==> config.mk <==
export PLATFORM = sky130hd
export DESIGN_NAME = wb_fir_sequencer
export DESIGN_NICKNAME = d
export VERILOG_FILES = /design/src/rtl/fir_seq_pkg.sv /design/src/rtl/fir_y_buf.sv /design/src/rtl/wb_fir_sequencer.sv
export SDC_FILE = /design/constraint.sdc
export NUM_CORES = 1
export LEC_CHECK = 0
export BUFFER_PORTS_ARGS = -buffer_cell sky130_fd_sc_hd__buf_2
export CORE_UTILIZATION = 40
export CTS_BUF_LIST = sky130_fd_sc_hd__clkbuf_4 sky130_fd_sc_hd__clkbuf_8 sky130_fd_sc_hd__clkbuf_16
export DETAILED_ROUTE_END_ITERATION = 16
export PLACE_DENSITY = 0.62
export SYNTH_ARGS = -nofsm -noshare
export SYNTH_HDL_FRONTEND = slang
export SYNTH_SLANG_ARGS = --single-unit
==> constraint.sdc <==
create_clock -name axis_clk -period 5.03 [get_ports axis_clk]
set_input_delay 0.2515 -clock axis_clk [delete_from_list [all_inputs] [get_ports axis_clk]]
set_output_delay 0.2515 -clock axis_clk [all_outputs]
set_load 0.02 [all_outputs]
==> src/rtl/fir_seq_pkg.sv <==
// rtl/fir_seq_pkg.sv - shared offsets, FSM states and status bit positions for wb_fir_sequencer
package fir_seq_pkg;

    localparam logic [11:0] OFF_AP_CTRL    = 12'h000;
    localparam logic [11:0] OFF_LEN        = 12'h010;
    localparam logic [11:0] OFF_X_IN       = 12'h080;
    localparam logic [11:0] OFF_Y_OUT      = 12'h084;
    localparam logic [11:0] OFF_STATUS     = 12'h088;
    localparam logic [11:0] OFF_LITE_LIMIT = 12'h080;

    typedef enum logic [2:0] {
        ST_IDLE  = 3'd0,
        ST_LWR   = 3'd1,
        ST_LRD_A = 3'd2,
        ST_LRD_D = 3'd3,
        ST_XPUSH = 3'd4,
        ST_ACK   = 3'd5
    } seq_state_e;

    localparam int STAT_Y_FULL   = 0;
    localparam int STAT_SS_READY = 1;
    localparam int STAT_ERR      = 2;
    localparam int STAT_Y_LAST   = 3;
    localparam int STAT_XCNT_LSB = 16;

endpackage

==> src/rtl/fir_y_buf.sv <==
// rtl/fir_y_buf.sv - one-entry capture buffer for the FIR Y output stream
module fir_y_buf #(
    parameter int pDATA_WIDTH = 32
) (
    input  logic                   clk,
    input  logic                   rst_n,
    input  logic                   sm_tvalid,
    input  logic [pDATA_WIDTH-1:0] sm_tdata,
    input  logic                   sm_tlast,
    input  logic                   pop,
    output logic                   sm_tready,
    output logic                   y_full,
    output logic [pDATA_WIDTH-1:0] y_data,
    output logic                   y_last
);

    logic                   full_q, full_d;
    logic                   ready_q, ready_d;
    logic                   last_q, last_d;
    logic [pDATA_WIDTH-1:0] data_q, data_d;

    // Capture on handshake, release on pop; ready is simply the registered inverse of full
    always_comb begin
        full_d = full_q;
        last_d = last_q;
        data_d = data_q;
        if (sm_tvalid && ready_q) begin
            full_d = 1'b1;
            data_d = sm_tdata;
            last_d = sm_tlast;
        end else if (pop) begin
            full_d = 1'b0;
        end
        ready_d = ~full_d;
    end

    // Buffer state registers
    always_ff @(posedge clk or negedge rst_n) begin
        if (!rst_n) begin
            full_q  <= 1'b0;
            ready_q <= 1'b1;
            last_q  <= 1'b0;
            data_q  <= '0;
        end else begin
            full_q  <= full_d;
            ready_q <= ready_d;
            last_q  <= last_d;
            data_q  <= data_d;
        end
    end

    assign sm_tready = ready_q;
    assign y_full    = full_q;
    assign y_data    = data_q;
    assign y_last    = last_q;

endmodule

==> src/rtl/wb_fir_sequencer.sv <==
// rtl/wb_fir_sequencer.sv - Wishbone slave sequencing FIR AXI-Lite config, X pushes and Y pops
module wb_fir_sequencer
    import fir_seq_pkg::*;
#(
    parameter int          pADDR_WIDTH = 12,
    parameter int          pDATA_WIDTH = 32,
    parameter logic [11:0] ADDR_BASE   = 12'h300,
    parameter int          TIMEOUT     = 255
) (
    input  logic                   axis_clk,
    input  logic                   axis_rst_n,
    input  logic                   wbs_stb_i,
    input  logic                   wbs_cyc_i,
    input  logic                   wbs_we_i,
    input  logic [3:0]             wbs_sel_i,
    input  logic [31:0]            wbs_adr_i,
    input  logic [31:0]            wbs_dat_i,
    output logic                   wbs_ack_o,
    output logic [31:0]            wbs_dat_o,
    output logic                   awvalid,
    output logic [pADDR_WIDTH-1:0] awaddr,
    output logic                   wvalid,
    output logic [pDATA_WIDTH-1:0] wdata,
    input  logic                   awready,
    input  logic                   wready,
    output logic                   arvalid,
    output logic [pADDR_WIDTH-1:0] araddr,
    output logic                   rready,
    input  logic                   arready,
    input  logic                   rvalid,
    input  logic [pDATA_WIDTH-1:0] rdata,
    output logic                   ss_tvalid,
    output logic [pDATA_WIDTH-1:0] ss_tdata,
    output logic                   ss_tlast,
    input  logic                   ss_tready,
    output logic                   sm_tready,
    input  logic                   sm_tvalid,
    input  logic [pDATA_WIDTH-1:0] sm_tdata,
    input  logic                   sm_tlast
);

    localparam int                     WAIT_W    = $clog2(TIMEOUT + 1);
    localparam logic [WAIT_W-1:0]      WAIT_LAST = WAIT_W'(TIMEOUT - 1);
    localparam logic [pADDR_WIDTH-1:0] ADDR_LEN  = pADDR_WIDTH'(OFF_LEN);
    localparam logic [pADDR_WIDTH-1:0] ADDR_AP   = pADDR_WIDTH'(OFF_AP_CTRL);
    localparam logic [pDATA_WIDTH-1:0] ONE       = pDATA_WIDTH'(1);

    seq_state_e             state_q, state_d;
    logic                   ack_q, ack_d;
    logic [31:0]            dat_o_q, dat_o_d;
    logic                   awvalid_q, awvalid_d;
    logic                   wvalid_q, wvalid_d;
    logic                   arvalid_q, arvalid_d;
    logic                   rready_q, rready_d;
    logic                   ss_tvalid_q, ss_tvalid_d;
    logic [pADDR_WIDTH-1:0] addr_q, addr_d;
    logic [pDATA_WIDTH-1:0] wdata_q, wdata_d;
    logic [pDATA_WIDTH-1:0] len_q, len_d;
    logic [pDATA_WIDTH-1:0] x_cnt_q, x_cnt_d;
    logic                   err_q, err_d;
    logic [WAIT_W-1:0]      wait_q, wait_d;

    logic                   hit;
    logic [11:0]            off;
    logic                   x_last;
    logic                   timed_out;
    logic                   do_timeout;
    logic                   err_clr;
    logic [31:0]            status;
    logic                   y_pop;
    logic                   y_full;
    logic                   y_last;
    logic [pDATA_WIDTH-1:0] y_data;
    logic                   unused_sig;

    assign unused_sig = ^{wbs_sel_i, wbs_adr_i[19:12]};

    fir_y_buf #(
        .pDATA_WIDTH(pDATA_WIDTH)
    ) u_y_buf (
        .clk      (axis_clk),
        .rst_n    (axis_rst_n),
        .sm_tvalid(sm_tvalid),
        .sm_tdata (sm_tdata),
        .sm_tlast (sm_tlast),
        .pop      (y_pop),
        .sm_tready(sm_tready),
        .y_full   (y_full),
        .y_data   (y_data),
        .y_last   (y_last)
    );

    assign hit       = wbs_cyc_i && wbs_stb_i && (wbs_adr_i[31:20] == ADDR_BASE);
    assign off       = wbs_adr_i[11:0];
    assign x_last    = (len_q != '0) && (x_cnt_q == len_q - ONE);
    assign timed_out = (wait_q == WAIT_LAST);

    // Status word assembled from live flags
    always_comb begin
        status                    = '0;
        status[STAT_Y_FULL]       = y_full;
        status[STAT_SS_READY]     = ss_tready;
        status[STAT_ERR]          = err_q;
        status[STAT_Y_LAST]       = y_last;
        status[31:STAT_XCNT_LSB]  = x_cnt_q[15:0];
    end

    // Next-state and output decode; every access funnels through ACK
    always_comb begin
        state_d     = state_q;
        ack_d       = 1'b0;
        dat_o_d     = '0;
        awvalid_d   = awvalid_q;
        wvalid_d    = wvalid_q;
        arvalid_d   = arvalid_q;
        rready_d    = rready_q;
        ss_tvalid_d = ss_tvalid_q;
        addr_d      = addr_q;
        wdata_d     = wdata_q;
        len_d       = len_q;
        x_cnt_d     = x_cnt_q;
        wait_d      = wait_q;
        y_pop       = 1'b0;
        err_clr     = 1'b0;
        do_timeout  = 1'b0;

        case (state_q)
            ST_IDLE: begin
                if (hit) begin
                    wait_d  = '0;
                    addr_d  = pADDR_WIDTH'(off);
                    wdata_d = pDATA_WIDTH'(wbs_dat_i);
                    if (off < OFF_LITE_LIMIT) begin
                        if (wbs_we_i) begin
                            state_d   = ST_LWR;
                            awvalid_d = 1'b1;
                            wvalid_d  = 1'b1;
                        end else begin
                            state_d   = ST_LRD_A;
                            arvalid_d = 1'b1;
                        end
                    end else if (wbs_we_i && (off == OFF_X_IN)) begin
                        state_d     = ST_XPUSH;
                        ss_tvalid_d = 1'b1;
                    end else begin
                        // Y pop, status, or an unmapped offset: answered without any handshake
                        state_d = ST_ACK;
                        ack_d   = 1'b1;
                        if (!wbs_we_i && (off == OFF_Y_OUT)) begin
                            dat_o_d = y_full ? 32'(y_data) : 32'h0;
                            y_pop   = y_full;
                        end else if (!wbs_we_i && (off == OFF_STATUS)) begin
                            dat_o_d = status;
                            err_clr = 1'b1;
                        end
                    end
                end
            end
            ST_LWR: begin
                awvalid_d = awvalid_q && !awready;
                wvalid_d  = wvalid_q && !wready;
                if (!awvalid_d && !wvalid_d) begin
                    state_d = ST_ACK;
                    ack_d   = 1'b1;
                    if (addr_q == ADDR_LEN) begin
                        len_d = wdata_q;
                    end
                    if ((addr_q == ADDR_AP) && wdata_q[0]) begin
                        x_cnt_d = '0;
                    end
                end else if (timed_out) begin
                    do_timeout = 1'b1;
                end else begin
                    wait_d = wait_q + 1'b1;
                end
            end
            ST_LRD_A: begin
                if (arready) begin
                    state_d   = ST_LRD_D;
                    arvalid_d = 1'b0;
                    rready_d  = 1'b1;
                    wait_d    = '0;
                end else if (timed_out) begin
                    do_timeout = 1'b1;
                end else begin
                    wait_d = wait_q + 1'b1;
                end
            end
            ST_LRD_D: begin
                if (rvalid) begin
                    state_d  = ST_ACK;
                    rready_d = 1'b0;
                    ack_d    = 1'b1;
                    dat_o_d  = 32'(rdata);
                end else if (timed_out) begin
                    do_timeout = 1'b1;
                end else begin
                    wait_d = wait_q + 1'b1;
                end
            end
            ST_XPUSH: begin
                if (ss_tready) begin
                    state_d     = ST_ACK;
                    ss_tvalid_d = 1'b0;
                    ack_d       = 1'b1;
                    // Counter parks at zero after the frame's last sample
                    x_cnt_d     = x_last ? '0 : x_cnt_q + ONE;
                end else if (timed_out) begin
                    do_timeout = 1'b1;
                end else begin
                    wait_d = wait_q + 1'b1;
                end
            end
            ST_ACK: begin
                state_d = ST_IDLE;
            end
            default: begin
                state_d = ST_IDLE;
            end
        endcase

        // A stalled handshake is abandoned and the bus cycle completed with an error pattern
        if (do_timeout) begin
            state_d     = ST_ACK;
            ack_d       = 1'b1;
            dat_o_d     = 32'hFFFF_FFFF;
            awvalid_d   = 1'b0;
            wvalid_d    = 1'b0;
            arvalid_d   = 1'b0;
            rready_d    = 1'b0;
            ss_tvalid_d = 1'b0;
        end

        err_d = (err_q && !err_clr) || do_timeout;
    end

    // State and registered outputs
    always_ff @(posedge axis_clk or negedge axis_rst_n) begin
        if (!axis_rst_n) begin
            state_q     <= ST_IDLE;
            ack_q       <= 1'b0;
            dat_o_q     <= '0;
            awvalid_q   <= 1'b0;
            wvalid_q    <= 1'b0;
            arvalid_q   <= 1'b0;
            rready_q    <= 1'b0;
            ss_tvalid_q <= 1'b0;
            addr_q      <= '0;
            wdata_q     <= '0;
            len_q       <= '0;
            x_cnt_q     <= '0;
            err_q       <= 1'b0;
            wait_q      <= '0;
        end else begin
            state_q     <= state_d;
            ack_q       <= ack_d;
            dat_o_q     <= dat_o_d;
            awvalid_q   <= awvalid_d;
            wvalid_q    <= wvalid_d;
            arvalid_q   <= arvalid_d;
            rready_q    <= rready_d;
            ss_tvalid_q <= ss_tvalid_d;
            addr_q      <= addr_d;
            wdata_q     <= wdata_d;
            len_q       <= len_d;
            x_cnt_q     <= x_cnt_d;
            err_q       <= err_d;
            wait_q      <= wait_d;
        end
    end

    assign wbs_ack_o = ack_q;
    assign wbs_dat_o = dat_o_q;
    assign awvalid   = awvalid_q;
    assign awaddr    = addr_q;
    assign wvalid    = wvalid_q;
    assign wdata     = wdata_q;
    assign arvalid   = arvalid_q;
    assign araddr    = addr_q;
    assign rready    = rready_q;
    assign ss_tvalid = ss_tvalid_q;
    assign ss_tdata  = wdata_q;
    assign ss_tlast  = x_last;

endmodule

==> metrics.txt <==
outcome=finished clean; RD Place Congestion=between 0.8 and 0.9; post-cts resize count=0; Synth warnings=0; peak supply drop=0.000164 V; Post-CTS Setup Bufs=0; I/O pin cnt=~270; most used cell, CP=nand4_1; largest net degree at the start of global routing=around 100; clock latency on the worst-skew pair=0.46 ns; CP cell instances=nor3_1, nand4_1, o21a_1, or4_1, a31oi_1, nand4_1, o21ai_2, buf_4, nor2_1, a211o_1; initial antenna violation count=2; Layout Nets=about 1300; Max Cap Violations=0; post-synthesis sequential area ratio=0.480; Synth Flop Type=dfrtp_1; critical path type=flop to flop; Setup TNS=0 ns; die width=~160 um; cells on worst reg2reg path=10; clock sinks=between 150 and 200; arrival time worst endpoint=approximately 4.4 ns; Post-synth EDFFs=0; syn nets=1131; core area=roughly 25000 um^2; internal power=~2.3 mW; Max FO, Critical Path=50; die area=between 20000 and 30000 um^2; Fmax=roughly 0.25 GHz; Worst Max-Slew Pin Slew=1.02 ns; DR iter-0 viols=between 400 and 500; first-pass GRT wire length=between 40 and 50 mm; Flop pwr share=0.486; hold buffers post-CTS=2; Fin Hold WS=between 0.01 and 0.015 ns; Synth cell types=~70; wire length per cell=approximately 17 um; DPL Wire Length=17.9 mm; Post-Syn Area=between 10000 and 15000 um^2; max-slew violations=0; worst r2r dst=x_cnt_q[16]$_DFFE_PN0P_; Initial Util=0.410; GRT Util Overall=0.199; Final Setup Violations=0; r2r setup slk=between 0.9 and 1 ns; launching point of the worst reg2reg path=len_q[4]$_DFFE_PN0P_; TritonCTS clock tree=yes; FP Rows=57; WHS Path Cells=2; Final Cycle Share=0.810; final hold violations=0; Post-Syn Area per Cell=between 10 and 15 um^2; vias=between 8000 and 9000; total congestion overflow=0; switching share of power=0.274; min-delay src=sm_tdata[10]; Critical Path Source Type=flop; CTS clk-pin slew, worst paths=around 0.10 ns; WP buf/inv=1; antenna diode count=0; Leak=6.09 nW; Vias/cell=about 5.4; Hold WC Path Type=input pin to flop; clk buf depth=2; fillcell total=2305; slowest CP cell=nand4_1; Clock power frac=0.474; Worst Skew=between 0.015 and 0.02 ns; vias in the first global route=~7800; fin util=0.488; Crit path max-delay family=simple AND/OR/NAND/NOR gates; asr flop ratio synth=1.00; clock root cell=clkbuf_16; Slew headroom=0.317; Cells after Synth=983; Period minus WS final=between 4 and 5 ns; post-place setup slack=between 0.9 and 1 ns; TritonCTS buffer count=17; pwr dens=268 nW/um^2; Pre-Repair DR Iteration Count=5; H-tree Lvls=4; DRC=0; die height=161 um; synthesis-to-finish area growth=19.0%; WHS Endpoint=u_y_buf.y_data[10]$_DFFE_PN0P_; layout cells sized above 1=0.360; setup slack after layout=about 0.96 ns; CP required=roughly 5.4 ns; Detailed Route WL=~25 mm; count of input and output buffers=roughly 260; Switch Pwr=0.880 mW; worst setup path startpoint=len_q[4]$_DFFE_PN0P_; Comb pwr share=0.040; Crit. End Element=flop; Final ANT Viol Nets=0; RSZ-0062 raised after global routing=false; FF+latch count, synth=193; Largest stage delay, worst path=0.62 ns
per-layer routing:
metal | up-vias | share of wire | wire, um | track usage
li1 | 3880 | - | - | -
met4 | 4 | 0.022 | 546 | 0.0610
met1 | 3954 | 0.43 | 11000 | 0.250
met3 | 38 | 0.051 | 1280 | 0.0442
met5 | - | 0.00087 | 22 | 0
met2 | 222 | 0.49 | 12500 | 0.339
worst register-to-register path, delay by kind of cell (launching register included):
kind                   cells  cell delay [ns]
AOI/OAI and AO/OA          4             1.04
DFF                        1             0.46
and+or+nand+nor            5             2.02
buffers and inverters      1             0.44
sequential cells by signal, indices dropped and copies added, names as in the netlist, 3 cells and up:
signal / count
wbs_dat_o: 32
ss_tdata: 32
u_y_buf.y_data: 32
x_cnt_q: 32
araddr: 12
wait_q: 8
state_q: 3
len_q: 32
per-stage QoR:
step	area (um^2)	power (mW)	instances
floorplan	10100	1.63	983
global placement	11300	1.72	1466
detailed placement	11300	1.72	1466
CTS	12000	3.25	1500
global route	12000	3.32	1500
finish	12000	3.22	1500
worst max-delay path by stage:
| stage | end | slack (ns) | cells after the start |
|---|---|---|---|
| after detailed placement | x_cnt_q[16]$_DFFE_PN0P_ | 1.0 | 10 |
| after global routing | x_cnt_q[17]$_DFFE_PN0P_ | 0.51 | 10 |
| after global placement | x_cnt_q[15]$_DFFE_PN0P_ | 1.10 | 10 |
| after floorplan | x_cnt_q[27]$_DFFE_PN0P_ | 1.63 | 12 |
| after CTS | ss_tlast | 0.94 | 8 |
| final | x_cnt_q[16]$_DFFE_PN0P_ | 0.96 | 10 |
cells by family (layout without fill, tap and decap cells):
kind of cell             after synthesis  count (layout)  synth area share
buffers and inverters                127             320            0.0656
XOR/XNOR                              34              34            0.0296
flip-flops                           193             193             0.480
multiplexers                         111             111             0.123
AND/OR/NAND/NOR                      302             302             0.157
AO/OA/AOI/OAI                        212             212             0.139
adder cells (fa/ha/maj)                4               4           0.00497
synthesized netlist by cell type, types with 3 or more instances:
cell type  instances  area share
xnor2_1           21       0.018
o21ai_1            4      0.0020
or4_1             15       0.011
and3_1            11      0.0068
a22oi_1           19       0.014
o21bai_1           4      0.0030
nor4_1            14      0.0087
a31oi_1            4      0.0025
xor2_1            13       0.011
o21ai_0           51       0.025
nor3_1            43       0.021
o31ai_1            8      0.0060
dfrtp_1          192        0.48
nor2_1            64       0.024
mux2i_1            6      0.0060
mux2_2           105        0.12
ha_1               4      0.0050
nand2b_1           5      0.0031
o211ai_1           4      0.0030
buf_4             47       0.035
nor2b_1            5      0.0031
or2_2              7      0.0044
a211o_1           15       0.013
nor3b_1           10      0.0075
o21a_1             4      0.0030
nand3_1           22       0.011
nand4_1           10      0.0062
inv_1             20      0.0075
buf_1              3      0.0011
a221o_1           12       0.012
clkbuf_1          51       0.019
and3b_1            3      0.0026
nand2_1           64       0.024
a21o_1            17       0.013
a21oi_1           50       0.025
or3_1             10      0.0062
buf_2              5      0.0025
cells in the final DEF (no fill, tap or decap), types with 7 or more instances in the layout:
cell / count
buf_2: 258
dfrtp_1: 192
mux2_2: 105
nand2_1: 64
nor2_1: 63
o21ai_0: 51
a21oi_1: 50
nor3_1: 41
nand3_1: 22
xnor2_1: 21
inv_1: 20
a22oi_1: 19
a21o_1: 17
clkbuf_16: 17
or4_1: 15
a211o_1: 15
nor4_1: 13
xor2_1: 13
a221o_1: 12
and3_1: 11
nand4_1: 10
or3_1: 10
nor3b_1: 10
o31ai_1: 8
or2_2: 7
power groups by stage:
stage,combinational (mW),clock (mW),sequential [mW]
floorplan,0.0324,0,1.59
global placement,0.129,0,1.59
detailed placement,0.131,0,1.59
CTS,0.132,1.55,1.56
global route,0.147,1.61,1.56
finish,0.129,1.52,1.56
area by class of cell:
| cell class | count | area (um^2) | area share |
|---|---|---|---|
| clock inverter | 15 | 239 | 0.0199 |
| sequential | 193 | 4830 | 0.403 |
| clock buffer | 17 | 425 | 0.0355 |
| timing repair buffer | 268 | 1390 | 0.116 |
| tap | 324 | 405 | 0.0338 |
| inverter | 20 | 75.1 | 0.00627 |
| multi-input combinational | 663 | 4610 | 0.385 |
(Power assumes the default switching activity.)
